## src/rtl/uart_rx_if.sv

```systemverilog
// Signal bundle between a serial line driver and the uart_rx receiver.
// rx_valid/frame_error are one-cycle strobes with no ready: the consumer must take rx_data in that cycle.
interface uart_rx_if;
    logic       rx_serial;
    logic [7:0] rx_data;
    logic       rx_valid;
    logic       frame_error;
    logic       rx_busy;
    logic [2:0] dbg_state;

    modport master (
        output rx_serial,
        input  rx_data, rx_valid, frame_error, rx_busy, dbg_state
    );

    modport slave (
        input  rx_serial,
        output rx_data, rx_valid, frame_error, rx_busy, dbg_state
    );
endinterface

```

## src/rtl/uart_rx.sv

```systemverilog
// 8N1 UART receiver: two-flop synchroniser, mid-bit sampling FSM, byte strobe or framing-error strobe.
// The FSM state is exported on bus.dbg_state for checkers.
module uart_rx #(
    parameter int CLKS_PER_BIT = 5208
) (
    input  logic     clk,
    input  logic     reset,
    uart_rx_if.slave bus
);
    localparam int HALF_BIT = CLKS_PER_BIT / 2;
    localparam int CNT_W    = $clog2(CLKS_PER_BIT);
    localparam logic [CNT_W-1:0] FULL_LAST = CNT_W'(CLKS_PER_BIT - 1);
    localparam logic [CNT_W-1:0] HALF_LAST = CNT_W'(HALF_BIT - 1);

    localparam logic [2:0] S_IDLE      = 3'd0;
    localparam logic [2:0] S_START     = 3'd1;
    localparam logic [2:0] S_DATA      = 3'd2;
    localparam logic [2:0] S_STOP      = 3'd3;
    localparam logic [2:0] S_WAIT_HIGH = 3'd4;

    logic             r_sync1;
    logic             r_sync2;
    logic [2:0]       r_state;
    logic [CNT_W-1:0] r_cnt;
    logic [2:0]       r_idx;
    logic [7:0]       r_shift;
    logic [7:0]       r_data;
    logic             r_valid;
    logic             r_ferr;

    logic w_rx_sync;
    logic w_half_done;
    logic w_bit_done;

    assign w_rx_sync   = r_sync2;
    assign w_half_done = (r_cnt == HALF_LAST);
    assign w_bit_done  = (r_cnt == FULL_LAST);

    // Synchroniser resets to the idle line level so release never looks like a start bit.
    always_ff @(posedge clk or negedge reset) begin
        if (!reset) begin
            r_sync1 <= 1'b1;
            r_sync2 <= 1'b1;
        end else begin
            r_sync1 <= bus.rx_serial;
            r_sync2 <= r_sync1;
        end
    end

    always_ff @(posedge clk or negedge reset) begin
        if (!reset) begin
            r_state <= S_IDLE;
            r_cnt   <= '0;
            r_idx   <= 3'd0;
            r_shift <= 8'h00;
            r_data  <= 8'h00;
            r_valid <= 1'b0;
            r_ferr  <= 1'b0;
        end else begin
            r_valid <= 1'b0;
            r_ferr  <= 1'b0;
            case (r_state)
                S_IDLE: begin
                    r_cnt <= '0;
                    if (!w_rx_sync) begin
                        r_idx   <= 3'd0;
                        r_state <= S_START;
                    end
                end
                S_START: begin
                    if (w_half_done) begin
                        r_cnt   <= '0;
                        r_state <= w_rx_sync ? S_IDLE : S_DATA;
                    end else begin
                        r_cnt <= r_cnt + 1'b1;
                    end
                end
                S_DATA: begin
                    if (w_bit_done) begin
                        r_cnt          <= '0;
                        r_shift[r_idx] <= w_rx_sync;
                        if (r_idx == 3'd7) begin
                            r_state <= S_STOP;
                        end else begin
                            r_idx <= r_idx + 3'd1;
                        end
                    end else begin
                        r_cnt <= r_cnt + 1'b1;
                    end
                end
                S_STOP: begin
                    // Leaving at mid-stop-bit leaves half a bit to catch an immediately following start.
                    if (w_bit_done) begin
                        r_cnt <= '0;
                        if (w_rx_sync) begin
                            r_data  <= r_shift;
                            r_valid <= 1'b1;
                            r_state <= S_IDLE;
                        end else begin
                            r_ferr  <= 1'b1;
                            r_state <= S_WAIT_HIGH;
                        end
                    end else begin
                        r_cnt <= r_cnt + 1'b1;
                    end
                end
                S_WAIT_HIGH: begin
                    r_cnt <= '0;
                    if (w_rx_sync) begin
                        r_state <= S_IDLE;
                    end
                end
                default: begin
                    r_cnt   <= '0;
                    r_state <= S_IDLE;
                end
            endcase
        end
    end

    assign bus.rx_data     = r_data;
    assign bus.rx_valid    = r_valid;
    assign bus.frame_error = r_ferr;
    assign bus.rx_busy     = (r_state != S_IDLE);
    assign bus.dbg_state   = r_state;
endmodule
```

## src/flat_wrapper.sv

```systemverilog
// flat-port wrapper written by rule: the top's interface ports become plain ports
module uart_rx_flat 
#(
    parameter int CLKS_PER_BIT = 5208
)
  (clk, reset, bus_rx_serial, bus_rx_data, bus_rx_valid, bus_frame_error, bus_rx_busy, bus_dbg_state);
  uart_rx_if bus_i ();
  input  logic clk;
  input  logic reset;
  input wire logic [$bits(bus_i.rx_serial)-1:0] bus_rx_serial;
  output wire logic [$bits(bus_i.rx_data)-1:0] bus_rx_data;
  output wire logic [$bits(bus_i.rx_valid)-1:0] bus_rx_valid;
  output wire logic [$bits(bus_i.frame_error)-1:0] bus_frame_error;
  output wire logic [$bits(bus_i.rx_busy)-1:0] bus_rx_busy;
  output wire logic [$bits(bus_i.dbg_state)-1:0] bus_dbg_state;
  assign bus_i.rx_serial = bus_rx_serial;
  assign bus_rx_data = bus_i.rx_data;
  assign bus_rx_valid = bus_i.rx_valid;
  assign bus_frame_error = bus_i.frame_error;
  assign bus_rx_busy = bus_i.rx_busy;
  assign bus_dbg_state = bus_i.dbg_state;
  uart_rx #(.CLKS_PER_BIT(CLKS_PER_BIT)) u_core (.clk(clk), .reset(reset), .bus(bus_i));
endmodule
```

## config.mk

```make
export PLATFORM = sky130hd
export DESIGN_NAME = uart_rx_flat
export DESIGN_NICKNAME = d
export VERILOG_FILES = /design/src/rtl/uart_rx_if.sv /design/src/rtl/uart_rx.sv /design/src/flat_wrapper.sv
export SDC_FILE = /design/constraint.sdc
export NUM_CORES = 1
export LEC_CHECK = 0
export CAP_MARGIN = 30
export CORE_MARGIN = 2
export CORE_UTILIZATION = 40
export CTS_CLUSTER_DIAMETER = 60
export DETAILED_ROUTE_END_ITERATION = 10
export DONT_BUFFER_PORTS = 1
export GPL_ROUTABILITY_DRIVEN = 1
export PLACE_DENSITY = 0.57
export SYNTH_ARGS = -nofsm -noshare
export SYNTH_HDL_FRONTEND = slang
export SYNTH_SLANG_ARGS = --single-unit
```

## constraint.sdc

```tcl
create_clock -name clk -period 2.7 [get_ports clk]
set_clock_uncertainty 0.05 [all_clocks]
set_input_delay 0.405 -clock clk [delete_from_list [all_inputs] [get_ports clk]]
set_output_delay 0.405 -clock clk [all_outputs]
set_load 0.05 [all_outputs]
```

# After elaboration in Yosys (flattened, before gate mapping)
# Index checks and enable logic that the tools add are counted.
[totals]
ff_bits = 39
[classes]
add_sub_neg = 2
magnitude_cmp = 2
n_eq_ne = 14
n_mux = 25
n_reduce_logical = 9
[op_table]
columns = ["op", "n"]
rows = [
  ["$mux 3", 10],
  ["$mux 13", 2],
  ["$pmux 13 s2", 1],
  ["$pmux 3 s5", 1],
  ["$add 13x1->13 const B", 1],
  ["$eq 13x12->1 const B", 1],
  ["$eq 13x13->1 const B", 1],
  ["$ne 2x1->1 const B", 5],
  ["$bwmux 8", 1],
  ["$mux 1", 7],
  ["$eq 3x2->1 const B", 2],
  ["$eq 3x3->1 const B", 2],
  ["$pmux 3 s2", 1],
  ["$reduce_and 6->1", 1],
  ["$lt 3x4->1 const B", 1],
  ["$ne 2x2->1 const B", 2],
  ["$reduce_and 4->1", 1],
  ["$add 3x1->3 const B", 1],
  ["$demux 1 s3", 1],
  ["$eq 3x1->1 const B", 1],
  ["$ge 3x1->1 const B", 1],
  ["$logic_not 3->1", 1],
  ["$reduce_and 3->1", 1],
  ["$reduce_bool 3->1", 1],
  ["other kinds (5)", 5],
]

# Longest topological paths before layout
# Gate-level depths: netlist (run 1).
[logic_depth]
word_depth = 5
mapped_depth = 6
ltp_nobuf = 6

# Worst setup path after synthesis (run 1)
# OpenSTA, ideal clock, no wires.
[synth_path]
kind = "flip-flop to flip-flop"
from = "register u_core.r_state[1], in the netlist u_core.bus.dbg_state[1]"
to = "register u_core.r_data[2], in the netlist u_core.bus.rx_data[2]"
setup_time_ps = 125
arrival_ps = 1748
required_time_ps = 2525
path_slack_ps = 778
path_stages_with_launch = 5
path_buffers = 0
path_cell_list = "dfrtp_1 nor2b_1 nand2_1 nor3_4 mux2_2"
[synth_between]
elab_chain_cells = 2
[synth_rtl]
columns = ["item", "line", "source"]
rows = [
  ["start: declaration", "uart_rx.sv:23", "logic [2:0] r_state;"],
  ["start signal: assignment", "uart_rx.sv:73", "r_state <= w_rx_sync ? S_IDLE : S_DATA;"],
  ["$eq 3x2->1", "uart_rx.sv:62", "case (r_state)"],
  ["$reduce_and 3->1 (no line)", "-", ""],
  ["end signal: assignment", "uart_rx.sv:96", "r_data <= r_shift;"],
  ["end: declaration", "uart_rx.sv:27", "logic [7:0] r_data;"],
]
# Every way passes these cells.
# A chain may end at the register's enable or synchronous reset.

# Worst setup path after layout (run 1)
[layout_path]
from = "register u_core.r_cnt[0]"
to = "register u_core.r_data[6], in the netlist u_core.bus.rx_data[6]"
[layout_between]
elab_chain_cells = 2
[layout_rtl]
columns = ["item", "line", "source"]
rows = [
  ["start: declaration", "uart_rx.sv:24", "logic [CNT_W-1:0] r_cnt;"],
  ["start signal: assignment", "uart_rx.sv:75", "r_cnt <= r_cnt + 1'b1;"],
  ["start signal: assignment", "uart_rx.sv:88", "r_cnt <= r_cnt + 1'b1;"],
  ["start signal: assignment", "uart_rx.sv:104", "r_cnt <= r_cnt + 1'b1;"],
  ["$eq 13x13->1", "uart_rx.sv:37", "assign w_bit_done = (r_cnt == FULL_LAST);"],
  ["$reduce_and 3->1 (no line)", "-", ""],
]
# Every way passes these cells.

==> results.txt, run 1 <==
fill count -> 428
switching pwr -> 217 µW
grt ovf -> 0
Logic pwr share -> 1.5%
ANT nets after route -> 0
Yosys cell types -> 42
Post-Layout Cell Count -> 229
starting DRC count in detailed routing -> 77
H-tree levels -> 2
Worst Path Buf+Inv -> 0
clock latency on the worst-skew pair -> 0.29 ns
Post-synth top cells -> 37 x dfrtp_1, 16 x nor2_1, 14 x mux2_2
Hold WS -> 0.0548 ns
internal cell power -> 961 µW
Design Power -> 1.18 mW
Tmin final -> 2.09 ns
final setup fails -> 0
RSZ-0062 raised after global routing -> false
Max Slew Vio Count -> 0
largest family of logic cells by synthesized area -> simple AND/OR/NAND/NOR gates
Worst Setup Start Kind -> flop
crit path kind -> flop to flop
die area -> 0.00538 mm²
post-synthesis adder-cell area fraction -> 1.95%
area grow syn2layout -> 11.2%
initial antenna violation count -> 0
layer with the highest usage -> met2
Clock power frac -> 48.4%
met2 GRT Util -> 21.7%
Global Route Usage Sum -> 14.6%
synth top area cells -> dfrtp_1 48%, mux2_2 8.2%, xor2_1 3.2%, nor2_1 3.1%, dfstp_2 2.7%
via count -> 1,314
routing usage on met3 -> 4.66%
setup ws final -> 0.606 ns
Leak -> 0.956 nW
multiplexer share of the synthesized area -> 9.36%
Mapped Area -> 0.00192 mm²
routability cong. -> 0.759
simple-gate share of the synthesized area -> 24.7%
via density per instance -> 5.74
Antenna diodes -> 0
Max stage delay cell, worst path -> nor3_4
Post-synth EDFFs -> 0
Synth Net Count -> 177
max_slew headroom -> 67.9%
Largest stage delay, worst path -> 0.44 ns
Mean Syn Cell Area -> 11.3 µm²
drt wl/cell -> 15.8 µm
Arrival @ worst endpoint -> 2.22 ns
Worst Tran Pin Value -> 0.481 ns
outcome -> complete, no violations
IO Count -> 17
starting density of the core -> 41.0%
placed cells -> 219
Max VDD drop -> 0.000311 V
first-pass iteration count of the detailed router -> 4
CTS root buf -> clkbuf_8
worst min-delay path category -> primary input to flop
CP Capture Type -> flop
placed cell areas -> 0.00198 mm²
Synth Area in Compound Gates -> 5.27%
drt total wl -> 3.63 mm
Synth async-reset ratio -> 100%
Post-DP HPWL -> 2.51 mm
Cell Pwr Density -> 550 mW/mm²
vias in the first global route -> 1,240
crit share post-route -> 77.6%
Crit path max-delay family -> simple AND/OR/NAND/NOR gates
M1 GR Usage -> 20.1%
Max Clk Rate -> 0.478 GHz
sw frac -> 18.4%
#FFs+latches synth -> 39
Hold Fails Final Rpt -> 0
Clock transition at path regs -> 0.07 ns
CTS sink cnt -> 39
area share of the largest cell type after synthesis -> 48.1%
Req. time, crit path -> 2.83 ns
clock buffer depth -> 2
Synth Instances -> 171
first-pass GRT wire length -> 6.01 mm
Die W -> 73.4 µm
Seq/Total Area, Yosys -> 50.8%
cell taking the most area after synthesis -> dfrtp_1
max_cap viols -> 0
prevailing post-synth register cell -> dfrtp_1
register area -> 978 µm²
dpl ws -> 0.594 ns
design area -> 0.00214 mm²
CP cell instances -> ha_1 -> and4bb_2 -> nand3_2 -> nor3_4 -> mux2_2
part of the power in registers -> 50.1%
layout cells sized above 1 -> 18.9%
yosys warns -> 0
CTS Buf Count -> 5
Multi-input gate area -> 891 µm²
port bufs -> 0
Core Rows -> 25
die height -> 73.4 µm
Post-CTS Resized -> 0
cell with the most instances after synthesis -> dfrtp_1
drt drc -> 0
TritonCTS clock tree -> built
CORE AREA -> 0.00469 mm²
largest net degree at the start of global routing -> 40
Nets -> 180
fin util -> 45.6%
XOR/XNOR Fraction of Synth Area -> 5.01%
Crit Path Max Fanout -> 9
Final TNS setup -> 0 ns
==> cell usage in the layout (no fill, tap or decap), drive strengths merged, types with 3 or more instances in the layout <==
cell type / netlist / layout
a21oi: 3 / 3
and4: 3 / 3
buf: 6 / 5
clkbuf: 4 / 6
dfrtp: 37 / 37
ha: 3 / 3
inv: 3 / 3
mux2: 16 / 16
nand2: 8 / 8
nand3: 8 / 8
nand4: 8 / 8
nor2: 16 / 16
nor2b: 4 / 4
nor3: 6 / 6
nor4: 4 / 4
nor4b: 3 / 3
o21ai: 3 / 3
xnor2: 4 / 4
xor2: 7 / 7
==> logic make-up (layout without fill, tap and decap cells) <==
family          after synthesis  after routing
xor+xnor                     11             11
flops                        39             39
buf+inv                      13             17
simple gates                 74             74
compound gates               15             15
fa+ha+maj                     3              3
mux                          16             16
==> sequential cells by signal (all words and copies together), names as in the netlist <==
signal	count
u_core.r_shift	8
u_core.bus.frame_error	1
u_core.r_idx	3
u_core.bus.rx_valid	1
u_core.r_sync1	1
u_core.bus.dbg_state	3
u_core.bus.rx_data	8
u_core.r_cnt	13
u_core.r_sync2	1
==> routing by layer <==
| metal | up-vias | wire length (µm) |
|---|---|---|
| met5 | - | 0 |
| met4 | 0 | 57 |
| met3 | 7 | 168 |
| met2 | 24 | 1620 |
| met1 | 656 | 1790 |
| li1 | 627 | - |
==> what timing repair did <==
| item | in CTS | in global routing |
|---|---|---|
| endpoints found under the hold margin | 39 | 0 |
| buffers inserted | 0 | 0 |
| hold buffers | 2 | 0 |
==> worst reg2reg max path, cell delays in order (launching register included) <==
cell and delay, ns:
dfrtp_1 0.40, ha_1 0.27, and4bb_2 0.29, nand3_2 0.14
nor3_4 0.45, mux2_2 0.39
==> final timing paths <==
kind	start	slack, ns	endpoint	depth (start not counted)
setup / recovery	u_core.r_cnt[0]	0.61	u_core.bus.rx_data[6]	5
hold / removal	bus_rx_serial	0.05	u_core.r_sync1	0
setup reg to reg	u_core.r_cnt[0]	0.61	u_core.bus.rx_data[6]	5
hold reg to reg	u_core.r_sync1	0.31	u_core.r_sync2	0
max in group asynchronous	reset	1.83	u_core.r_sync1	2
min in group asynchronous	reset	0.51	u_core.r_cnt[8]	2
==> power by group through the flow <==
stage	Clock (mW)	Combinational, mW	Sequential (mW)
6_report	0.570	0.0179	0.590
5_1_grt	0.610	0.0210	0.590
4_1_cts	0.585	0.0190	0.590
3_5_place_dp	0	0.00242	0.601
3_3_place_gp	0	0.00237	0.601
2_1_floorplan	0	0.00372	0.599
==> area by class of cell <==
| class | count | area share, % |
|---|---|---|
| flip-flops and latches | 39 | 45.7 |
| multi-input cells | 119 | 41.6 |
| clock buffers | 6 | 3.39 |
| well taps | 54 | 3.16 |
| clock inverters | 2 | 2.81 |
| repair buffers | 6 | 2.81 |
| inverters | 3 | 0.526 |
Power figures use the tool's default switching activity.
==> run 2, diff against run 1 <==
--- a/config.mk
+++ b/config.mk
@@ -12,7 +12,7 @@
 export DETAILED_ROUTE_END_ITERATION = 10
 export DONT_BUFFER_PORTS = 1
 export GPL_ROUTABILITY_DRIVEN = 1
-export PLACE_DENSITY = 0.57
+export PLACE_DENSITY = 0.59
 export SYNTH_ARGS = -nofsm -noshare
 export SYNTH_HDL_FRONTEND = slang
 export SYNTH_SLANG_ARGS = --single-unit
==> constraint.sdc (replaced) <==
create_clock -name clk -period 1.8 [get_ports clk]
set_clock_uncertainty 0.05 [all_clocks]
set_input_delay 0.27 -clock clk [delete_from_list [all_inputs] [get_ports clk]]
set_output_delay 0.27 -clock clk [all_outputs]
set_load 0.05 [all_outputs]
==> results.txt, run 2 (synthesized netlist as in run 1, its figures left out) <==
Max Slew Vio Count -> 0 (unchanged)
vias in the first global route -> 1,346 (+8.5%)
Worst Setup Start Kind -> flop
area grow syn2layout -> 27.2%
Worst Tran Pin Value -> 0.501 ns (+0.0197 ns)
die area -> 0.00538 mm² (unchanged)
crit path kind -> flop to flop
grt ovf -> 0 (unchanged)
first-pass iteration count of the detailed router -> 4 (unchanged)
Multi-input gate area -> 987 µm² (+11%)
RR Startpoint -> u_core.r_cnt[1]
r2r setup slk -> -0.08 ns (-0.69 ns)
Hold WS -> 0.308 ns (+0.253 ns)
Cell Pwr Density -> 681 mW/mm² (+24%)
Global Route Usage Sum -> 16.3% (+1.6 points)
failing checks -> setup timing
Leak -> 1.09 nW (+14%)
Tmin final -> 1.88 ns (-0.213 ns)
Hold Fails Final Rpt -> 0 (unchanged)
die height -> 73.4 µm (unchanged)
Max Clk Rate -> 0.532 GHz (+11%)
worst min-delay path category -> flop to flop
Core Rows -> 25 (unchanged)
IO Count -> 17 (unchanged)
length in cells of the worst reg-to-reg path -> 6 (+1)
Crit Path Max Fanout -> 4 (-5)
CP Capture Point -> u_core.r_shift[2]
Req. time, crit path -> 1.92 ns (-0.91 ns)
Post-DP HPWL -> 2.79 mm (+11%)
Post-Layout Cell Count -> 256 (+12%)
RSZ-0062 raised after global routing -> true
routability cong. -> 0.871 (+15%)
placed cells -> 242 (+11%)
Nets -> 207 (+15%)
starting density of the core -> 41.0% (unchanged)
crit share post-route -> 104% (+27 points)
via density per instance -> 5.55 (-3.3%)
Arrival @ worst endpoint -> 2.00 ns (-0.22 ns)
register area -> 982 µm² (+0.38%)
starting DRC count in detailed routing -> 65 (-16%)
first-pass GRT wire length -> 6.66 mm (+11%)
fill count -> 445 (+4.0%)
clock latency on the worst-skew pair -> 0.29 ns (about the same)
outcome -> complete, but fails checks
final setup fails -> 13 (+13)
clock buffer depth -> 2 (unchanged)
H-tree levels -> 2 (unchanged)
CTS sink cnt -> 39 (unchanged)
setup ws final -> -0.0806 ns (-0.687 ns)
Max VDD drop -> 0.000433 V (+39%)
crit path from -> u_core.r_cnt[1]
largest net degree at the start of global routing -> 40 (unchanged)
CTS root buf -> clkbuf_8
TritonCTS clock tree -> built
layout cells sized above 1 -> 37.6% (+19 points)
max_cap viols -> 0 (unchanged)
commonest non-fill, non-tap cell in the layout -> dfrtp_1
port bufs -> 0 (unchanged)
Die W -> 73.4 µm (unchanged)
max_slew headroom -> 66.6% (-1.3 points)
most frequent cells in the layout -> 34 x dfrtp_1, 28 x buf_4, 16 x nor2_1, 12 x mux2_2
drt wl/cell -> 15.9 µm (+0.28%)
largest register by flop count -> u_core.r_cnt
CORE AREA -> 0.00469 mm² (unchanged)
via count -> 1,421 (+8.1%)
CTS Buf Count -> 5 (unchanged)
r2r endpoint -> u_core.r_shift[2]
Clock transition at path regs -> 0.07 ns (about the same)
drt drc -> 0 (unchanged)
Antenna diodes -> 0 (unchanged)
max reg flops -> 13 (unchanged)
drt total wl -> 4.07 mm (+12%)
ANT nets after route -> 0 (unchanged)
initial antenna violation count -> 0 (unchanged)
CP Capture Type -> flop
run 2: through the flow:
step / utilization (%) / power (mW) / TNS [ns] / instance area, µm² / worst slack [ns]
2_1_floorplan: - / 0.904 / -0.125 / 1940 / -0.0203
3_3_place_gp: 46.5 / 0.907 / -0.0663 / 2180 / -0.0343
3_5_place_dp: 46.5 / 0.908 / -0.178 / 2180 / -0.0885
4_1_cts: 50.5 / 1.68 / -0.422 / 2370 / -0.0355
5_1_grt: 52.2 / 1.73 / -2.36 / 2450 / -0.153
6_report: 52.2 / 1.67 / -0.258 / 2450 / -0.0806
run 2: area by class of cell:
| class | instances | share of cell area [%] |
|---|---|---|
| clock buffers | 6 | 3.37 |
| flip-flops and latches | 39 | 40.1 |
| inverters | 3 | 0.460 |
| clock inverters | 2 | 1.43 |
| well taps | 54 | 2.76 |
| repair buffers | 33 | 11.5 |
| multi-input cells | 119 | 40.3 |
run 2: power by group:
group	switching (mW)	leakage, nW	internal (mW)
registers	0.000834	0.520	0.879
clock network	0.302	0.0612	0.448
logic	0.0246	0.513	0.0104
total	0.328	1.09	1.34
run 2: critical path, stage by stage (launching register included):
cell and delay (ns):
dfrtp_1 0.40, ha_4 0.16, and4bb_2 0.26, nand4_1 0.16, buf_4 0.19, nor4b_4 0.22
mux2_4 0.32
run 2: per-layer routing:
| layer | share of wire, % | track usage [%] | vias up |
|---|---|---|---|
| li1 | - | - | 684 |
| met1 | 49 | 22.9 | 709 |
| met2 | 47 | 24.3 | 23 |
| met3 | 3.2 | 5.49 | 5 |
| met4 | 0.76 | 3.64 | 0 |
| met5 | 0 | 0 | - |
run 2: worst min path at each step:
stage                              start                      end  slack (ns)  depth (start not counted)
final                     u_core.r_sync1           u_core.r_sync2        0.31                          0
after global routing      u_core.r_sync1           u_core.r_sync2        0.31                          0
after CTS                 u_core.r_sync1           u_core.r_sync2        0.31                          0
after detailed placement           reset  u_core.bus.dbg_state[1]       -0.07                          0
after global placement             reset  u_core.bus.dbg_state[1]       -0.07                          0
after floorplan                    reset  u_core.bus.dbg_state[0]       -0.08                          0
run 2: what timing repair did:
action / 4_1_cts / 5_1_grt
pin swaps: 8 / 9
resized for setup: 6 / 11
endpoints found under the hold margin: 40 / 0
buffers inserted: 0 / 3
cloned: 0 / 0
hold buffers: 3 / 0
setup endpoints to repair: 28 / 30
